## src/rtl/target_scheduler_pkg.sv

```systemverilog
// Shared definitions for the target game controllers.
//   NUM_TARGETS_DEF  default number of target slots (max 16)
//   IDX_W            width of a slot index
//   TICK_CYCLES_DEF  clock cycles per game tick (0.5 s at 50 MHz)
//   state_e          scheduler FSM encoding
//   wrap_inc()       slot index increment that wraps at a given last slot
package target_scheduler_pkg;

  localparam int NUM_TARGETS_DEF = 10;
  localparam int IDX_W           = 4;
  localparam int TICK_CYCLES_DEF = 25_000_000;

  typedef enum logic [1:0] {
    ST_RUN   = 2'd0,
    ST_PROBE = 2'd1,
    ST_OVER  = 2'd2
  } state_e;

  // Wraps at the real slot count rather than at 2**IDX_W.
  function automatic logic [IDX_W-1:0] wrap_inc(input logic [IDX_W-1:0] idx,
                                                input logic [IDX_W-1:0] last);
    return (idx == last) ? '0 : idx + IDX_W'(1);
  endfunction

endpackage

```

## src/rtl/target_scheduler_tick_divider.sv

```systemverilog
// tick_divider: free-running period timer for game ticks.
//   i_clk     system clock
//   i_rst_n   asynchronous active-low reset, counter back to 0
//   i_enable  counter advances only while high
//   o_tick    high for the single enabled cycle in which the counter sits at
//             TICK_CYCLES-1; the counter wraps to 0 on that same cycle
module tick_divider
  import target_scheduler_pkg::*;
#(
  parameter int TICK_CYCLES = TICK_CYCLES_DEF
) (
  input  logic i_clk,
  input  logic i_rst_n,
  input  logic i_enable,
  output logic o_tick
);

  localparam int            CW   = (TICK_CYCLES > 1) ? $clog2(TICK_CYCLES) : 1;
  localparam logic [CW-1:0] LAST = CW'(TICK_CYCLES - 1);

  logic [CW-1:0] r_count;
  logic          w_last;

  assign w_last = (r_count == LAST);
  assign o_tick = i_enable && w_last;

  always_ff @(posedge i_clk or negedge i_rst_n) begin
    if (!i_rst_n) begin
      r_count <= '0;
    end else if (i_enable) begin
      r_count <= w_last ? '0 : r_count + CW'(1);
    end
  end

endmodule

```

## src/rtl/target_scheduler.sv

```systemverilog
// target_scheduler: turns the random 0..15 index into a live field of targets.
// Each game tick places one target, linearly probing from the random index
// past busy slots; targets age per tick, hits score, expiries count as misses,
// and reaching MAX_MISSES ends the game until reset.
//   i_clk          system clock
//   i_rst_n        asynchronous active-low reset
//   i_enable       game running; low pauses every piece of state
//   i_ran_num_ten  random slot index (values >= NUM_TARGETS skip the spawn)
//   i_hit_req      per-slot strike pulses, any number of bits at once
//   o_active_mask  bit i set while slot i holds a live target
//   o_spawn_pulse  one-cycle pulse when a target is placed
//   o_spawn_idx    slot of the latest placement (holds between pulses)
//   o_score        hit count, starts at 1 so the RNG modulus is never 0
//   o_misses       expired targets, saturates at MAX_MISSES
//   o_game_over    sticky end-of-game flag
//
// state    | meaning
// ST_RUN   | idle; on a tick tries the random slot directly
// ST_PROBE | walking forward one slot per cycle looking for a free slot
// ST_OVER  | game finished, everything frozen until reset
module target_scheduler
  import target_scheduler_pkg::*;
#(
  parameter int NUM_TARGETS    = NUM_TARGETS_DEF,
  parameter int TICK_CYCLES    = TICK_CYCLES_DEF,
  parameter int LIFETIME_TICKS = 4,
  parameter int MAX_ACTIVE     = 3,
  parameter int MAX_MISSES     = 10
) (
  input  logic                   i_clk,
  input  logic                   i_rst_n,
  input  logic                   i_enable,
  input  logic [IDX_W-1:0]       i_ran_num_ten,
  input  logic [NUM_TARGETS-1:0] i_hit_req,
  output logic [NUM_TARGETS-1:0] o_active_mask,
  output logic                   o_spawn_pulse,
  output logic [IDX_W-1:0]       o_spawn_idx,
  output logic [31:0]            o_score,
  output logic [7:0]             o_misses,
  output logic                   o_game_over
);

  localparam int               LW        = $clog2(LIFETIME_TICKS + 1);
  localparam logic [LW-1:0]    LIFE_INIT = LW'(LIFETIME_TICKS);
  localparam logic [IDX_W-1:0] LAST_IDX  = IDX_W'(NUM_TARGETS - 1);
  localparam logic [IDX_W:0]   NUM_T     = (IDX_W + 1)'(NUM_TARGETS);
  localparam logic [IDX_W:0]   MAX_ACT   = (IDX_W + 1)'(MAX_ACTIVE);
  localparam logic [8:0]       MAX_MISS9 = 9'(MAX_MISSES);

  state_e                 r_state;
  logic [NUM_TARGETS-1:0] r_active_mask;
  logic [LW-1:0]          r_life [NUM_TARGETS];
  logic [IDX_W-1:0]       r_probe_idx;
  logic [IDX_W-1:0]       r_probes;
  logic                   r_spawn_pulse;
  logic [IDX_W-1:0]       r_spawn_idx;
  logic [31:0]            r_score;
  logic [7:0]             r_misses;
  logic                   r_game_over;

  logic                   w_run;
  logic                   w_tick;
  logic [NUM_TARGETS-1:0] w_hit;
  logic [NUM_TARGETS-1:0] w_exp;
  logic [IDX_W:0]         w_active_cnt;
  logic [IDX_W:0]         w_hit_cnt;
  logic [IDX_W:0]         w_exp_cnt;
  logic                   w_try;
  logic [IDX_W-1:0]       w_cand;
  logic [IDX_W-1:0]       w_cand_probes;
  logic                   w_cand_busy;
  logic                   w_spawn;
  logic [NUM_TARGETS-1:0] w_mask_nxt;
  logic [LW-1:0]          w_life_nxt [NUM_TARGETS];
  logic [32:0]            w_score_sum;
  logic [31:0]            w_score_nxt;
  logic [8:0]             w_miss_sum;
  logic [7:0]             w_misses_nxt;
  logic                   w_over_nxt;

  // Pausing or game over freezes the tick timer along with everything else.
  assign w_run = i_enable && (r_state != ST_OVER);

  tick_divider #(
    .TICK_CYCLES (TICK_CYCLES)
  ) u_tick_divider (
    .i_clk    (i_clk),
    .i_rst_n  (i_rst_n),
    .i_enable (w_run),
    .o_tick   (w_tick)
  );

  // Strikes on empty slots are dropped here, so they never score or penalise.
  assign w_hit = w_run ? (i_hit_req & r_active_mask) : '0;

  always_comb begin
    w_active_cnt = '0;
    w_hit_cnt    = '0;
    w_exp_cnt    = '0;
    for (int i = 0; i < NUM_TARGETS; i++) begin
      w_active_cnt = w_active_cnt + (IDX_W + 1)'(r_active_mask[i]);
      w_hit_cnt    = w_hit_cnt + (IDX_W + 1)'(w_hit[i]);
      w_exp_cnt    = w_exp_cnt + (IDX_W + 1)'(w_exp[i]);
    end
  end

  // The first probe happens in the tick cycle itself, so an immediate free
  // slot spawns one cycle after the tick and each busy slot adds one cycle.
  always_comb begin
    w_try         = 1'b0;
    w_cand        = r_probe_idx;
    w_cand_probes = r_probes;
    if (w_run) begin
      if (r_state == ST_PROBE) begin
        w_try = 1'b1;
      end else if (w_tick && ({1'b0, i_ran_num_ten} < NUM_T)
                   && (w_active_cnt < MAX_ACT)) begin
        w_try         = 1'b1;
        w_cand        = i_ran_num_ten;
        w_cand_probes = '0;
      end
    end
    // Busy is judged on the mask before this cycle's hits and expiries.
    w_cand_busy = 1'b0;
    for (int i = 0; i < NUM_TARGETS; i++) begin
      if (w_cand == IDX_W'(i)) begin
        w_cand_busy = r_active_mask[i];
      end
    end
  end

  assign w_spawn = w_try && !w_cand_busy;

  // Per-slot update: a hit beats an expiry in the same cycle, and a spawn can
  // only land on a slot that was already free, so it never meets a hit.
  always_comb begin
    w_mask_nxt = r_active_mask;
    w_life_nxt = r_life;
    w_exp      = '0;
    for (int i = 0; i < NUM_TARGETS; i++) begin
      if (w_hit[i]) begin
        w_mask_nxt[i] = 1'b0;
        w_life_nxt[i] = '0;
      end else if (w_tick && r_active_mask[i]) begin
        if (r_life[i] == LW'(1)) begin
          w_mask_nxt[i] = 1'b0;
          w_life_nxt[i] = '0;
          w_exp[i]      = 1'b1;
        end else begin
          w_life_nxt[i] = r_life[i] - LW'(1);
        end
      end
      if (w_spawn && (w_cand == IDX_W'(i))) begin
        w_mask_nxt[i] = 1'b1;
        w_life_nxt[i] = LIFE_INIT;
      end
    end
  end

  always_comb begin
    w_score_sum  = {1'b0, r_score} + 33'(w_hit_cnt);
    w_score_nxt  = w_score_sum[32] ? '1 : w_score_sum[31:0];
    w_miss_sum   = {1'b0, r_misses} + 9'(w_exp_cnt);
    w_misses_nxt = (w_miss_sum >= MAX_MISS9) ? 8'(MAX_MISSES) : w_miss_sum[7:0];
    w_over_nxt   = (w_misses_nxt == 8'(MAX_MISSES));
  end

  always_ff @(posedge i_clk or negedge i_rst_n) begin
    if (!i_rst_n) begin
      r_state       <= ST_RUN;
      r_active_mask <= '0;
      r_life        <= '{default: '0};
      r_probe_idx   <= '0;
      r_probes      <= '0;
      r_spawn_pulse <= 1'b0;
      r_spawn_idx   <= '0;
      r_score       <= 32'd1;
      r_misses      <= '0;
      r_game_over   <= 1'b0;
    end else begin
      r_spawn_pulse <= 1'b0;
      if (w_run) begin
        r_active_mask <= w_mask_nxt;
        r_life        <= w_life_nxt;
        r_score       <= w_score_nxt;
        r_misses      <= w_misses_nxt;
        case (r_state)
          ST_RUN, ST_PROBE: begin
            if (w_try) begin
              if (!w_cand_busy) begin
                r_spawn_pulse <= 1'b1;
                r_spawn_idx   <= w_cand;
                r_state       <= ST_RUN;
              end else if (w_cand_probes == LAST_IDX) begin
                // Every slot was seen busy: give up on this tick.
                r_state <= ST_RUN;
              end else begin
                r_state     <= ST_PROBE;
                r_probe_idx <= wrap_inc(w_cand, LAST_IDX);
                r_probes    <= w_cand_probes + IDX_W'(1);
              end
            end
          end
          default: ;
        endcase
        // Last activity cycle still completes; the freeze starts next cycle.
        if (w_over_nxt) begin
          r_state     <= ST_OVER;
          r_game_over <= 1'b1;
        end
      end
    end
  end

  assign o_active_mask = r_active_mask;
  assign o_spawn_pulse = r_spawn_pulse;
  assign o_spawn_idx   = r_spawn_idx;
  assign o_score       = r_score;
  assign o_misses      = r_misses;
  assign o_game_over   = r_game_over;

endmodule
```

## config.mk

```make
export PLATFORM = sky130hd
export DESIGN_NAME = target_scheduler
export DESIGN_NICKNAME = d
export VERILOG_FILES = /design/src/rtl/target_scheduler_pkg.sv /design/src/rtl/target_scheduler_tick_divider.sv /design/src/rtl/target_scheduler.sv
export SDC_FILE = /design/constraint.sdc
export NUM_CORES = 1
export LEC_CHECK = 0
export ABC_AREA = 1
export CORE_MARGIN = 4
export CORE_UTILIZATION = 40
export DETAILED_ROUTE_END_ITERATION = 10
export HOLD_SLACK_MARGIN = 0.12
export PLACE_DENSITY_LB_ADDON = 0.15
export RECOVER_POWER = 25
export SLEW_MARGIN = 20
export SYNTH_ARGS = -nofsm -noshare
export SYNTH_HDL_FRONTEND = slang
export SYNTH_SLANG_ARGS = --single-unit
```

## constraint.sdc

```tcl
create_clock -name i_clk -period 7.4 [get_ports i_clk]
set_clock_uncertainty 0.1 [all_clocks]
set_input_delay 0.74 -clock i_clk [delete_from_list [all_inputs] [get_ports i_clk]]
set_output_delay 0.74 -clock i_clk [all_outputs]
set_load 0.005 [all_outputs]
```

==> out/qor.csv <==
metric;value;unit
rows;52;
initial_core_util;40.7;%
grt_max_degree;76;
final_cells;1422;
yosysWarnings;0;
async_reset_ff_share;100;%
antenna_found_initial;0;
cts_tree;built;
ys_types;54;
cp.required;7.60;ns
dieHeight;152;µm
violations;capacitance limit, slew limit;
drive_above_1_share;11.1;%
cts_buffers;17;
cts.sinks;121;
diodes;0;
synth_ff_type;dfrtp_1;
status;finished, violations left;
grtUsageTotal;19.4;%
r2r_slack;1.69;ns
cp.arrival;6.05;ns
drc_errors;0;
gp_congestion;0.853;
numPortBuffers;72;
netlist_area;0.00826;mm²
vias;6980;
tightest_slew;3.48;ns
p_leak;0.00489;µW
drtAntennaViolNets;0;
wl_met2;9.52;mm
cts-root-buf;clkbuf_16;
finalSetupViolCount;0;
dr.max_layer_used;met4;
synth_seq_area_share;36.7;%
cpMostUsedCell;inv_1;
hold_viol;0;
slowest_stage;fa_1;
clk_latency;0.42;ns
wirelength_met1;10.2;mm
slew_violations;124;
wl_per_cell;14.7;µm
fin_nets;1211;
wl_met3;875;µm
finalSetupTns;0;ns
max_cap_violations;2;
overflow;0;
grt_pass1_wl;35.1;mm
layout_common_cells;189 x inv_1, 189 x nand2_1, 120 x dfrtp_1;
holdCritPathClass;reg -> reg;
vdd_drop_max;0.144;mV
dp_hpwl;15.8;mm
cts.path.max_buffers;2;
syn_inst;1050;
dieArea;0.0230;mm²
max_stage_delay;0.54;ns
coreArea;0.0203;mm²
ctsHoldBuffers;0;
synth_area_per_cell;7.87;µm²
grt_setup_unrepaired;false;
die_w;152;µm
finalWirelength;20.9;mm
dp_cells;1390;
slew_headroom;-132;%
clk_pin_slew;0.06;ns
synth_edf_count;0;
timing.fmax;171;MHz
syn_to_final_growth;20.4;%
via_per_inst;4.91;
cp_max_fo;11;
crit_type;in -> reg;
cts_resized;0;
post_cts_buffers;0;
powerDensity;192;mW/mm²
pin_count;73;
grt_pass1_vias;6914;
start_kind;primary input;
setup.worst_path.end_class;flop;
fin_crit;5.85;ns
synth-seq-cells;121;
drtPass1Iterations;5;
synth_nets;1122;
htree_levels;4;
drt_iter0_markers;303;
period_share;79.0;%
==> state kept, by name, summed over array words and instances (netlist names) <==
name / flops
r_life: 30
o_spawn_idx: 4
o_misses: 8
r_state: 2
u_tick_divider.r_count: 25
o_active_mask: 10
r_probes: 4
o_game_over: 1
o_score: 32
o_spawn_pulse: 1
r_probe_idx: 4
==> cell usage after synthesis, types with 5 or more instances <==
master / number / area share (%)
nand2_4: 7 / 0.95
a21oi_1: 36 / 2.2
o21a_1: 6 / 0.55
nand3b_1: 6 / 0.55
inv_2: 16 / 0.73
o211ai_1: 6 / 0.55
nor2_1: 101 / 4.6
nand4_1: 27 / 2.0
nand2_2: 13 / 0.98
nor2_2: 14 / 1.1
inv_1: 189 / 8.6
nor2_4: 11 / 1.5
nand3_4: 8 / 1.7
or2_2: 6 / 0.45
xnor2_1: 5 / 0.53
o21ai_0: 30 / 1.8
o21ai_1: 15 / 0.91
dfrtp_1: 120 / 36
xor2_1: 23 / 2.4
nand2_1: 189 / 8.6
nor4_1: 13 / 0.98
fa_1: 20 / 4.8
ha_1: 35 / 5.3
nand3_1: 76 / 4.6
nor3_1: 31 / 1.9
==> per-stage QoR <==
stage / worst slack [ns] / utilization, % / total power (µW) / hold WS, ns / cell area [µm²]
floorplan: 2.08 / - / 908 / 0.344 / 8260
global placement: 1.28 / 45.9 / 1020 / 0.363 / 9320
detailed placement: 1.16 / 45.9 / 1020 / 0.374 / 9320
CTS: 1.54 / 49.0 / 1930 / 0.257 / 9950
global route: 0.502 / 49.0 / 1990 / 0.408 / 9940
finish: 1.55 / 49.0 / 1900 / 0.385 / 9940
==> power by group <==
group	internal (µW)	switching, µW	total [µW]
Sequential	703	45.4	749
Combinational	120	141	260
Clock	578	317	895
Total	1400	503	1900
==> metal layers <==
layer / track usage [%] / vias to the layer above
met5: 0 / -
met4: 5.53 / 0
met3: 4.31 / 24
met2: 30.2 / 129
met1: 27.2 / 3285
li1: - / 3542
==> layout make-up <==
cell class	instances	area [µm²]
Sequential cell	121	3030
Multi-Input combinational cell	711	4390
Inverter	210	793
Timing Repair Buffer	78	761
Tap cell	270	338
Clock inverter	13	175
Clock buffer	19	453
Fill cell	2001	10400
==> critical path: cells and delay by family <==
kind	cells	cell delay (ns)
adders and majority gates	5	1.89
and+or+nand+nor	12	1.60
buffers and inverters	10	1.23
AOI/OAI and AO/OA	2	0.47
xor gates and xnor gates	1	0.10
==> final timing paths <==
| path | cells after the start | startpoint | end |
|---|---|---|---|
| min | 2 | o_spawn_idx[2] | o_spawn_idx[2] |
| max reg2reg | 28 | u_tick_divider.r_count[0] | o_misses[1] |
| max in group asynchronous | 2 | i_rst_n | o_spawn_idx[1] |
| min reg2reg | 2 | o_spawn_idx[2] | o_spawn_idx[2] |
| min in group asynchronous | 1 | i_rst_n | o_score[15] |
| max | 30 | i_enable | o_score[30] |
==> logic make-up (layout without fill, tap and decap cells) <==
kind of cell | count (synthesis) | count (layout) | synth area share, %
compound gates | 113 | 113 | 8.04
xor+xnor | 28 | 28 | 2.97
fa+ha+maj | 55 | 55 | 10.1
buf+inv | 218 | 320 | 10.1
flops | 121 | 121 | 36.7
simple gates | 515 | 515 | 32.0
Note: power is estimated with default switching activity, not from simulation.
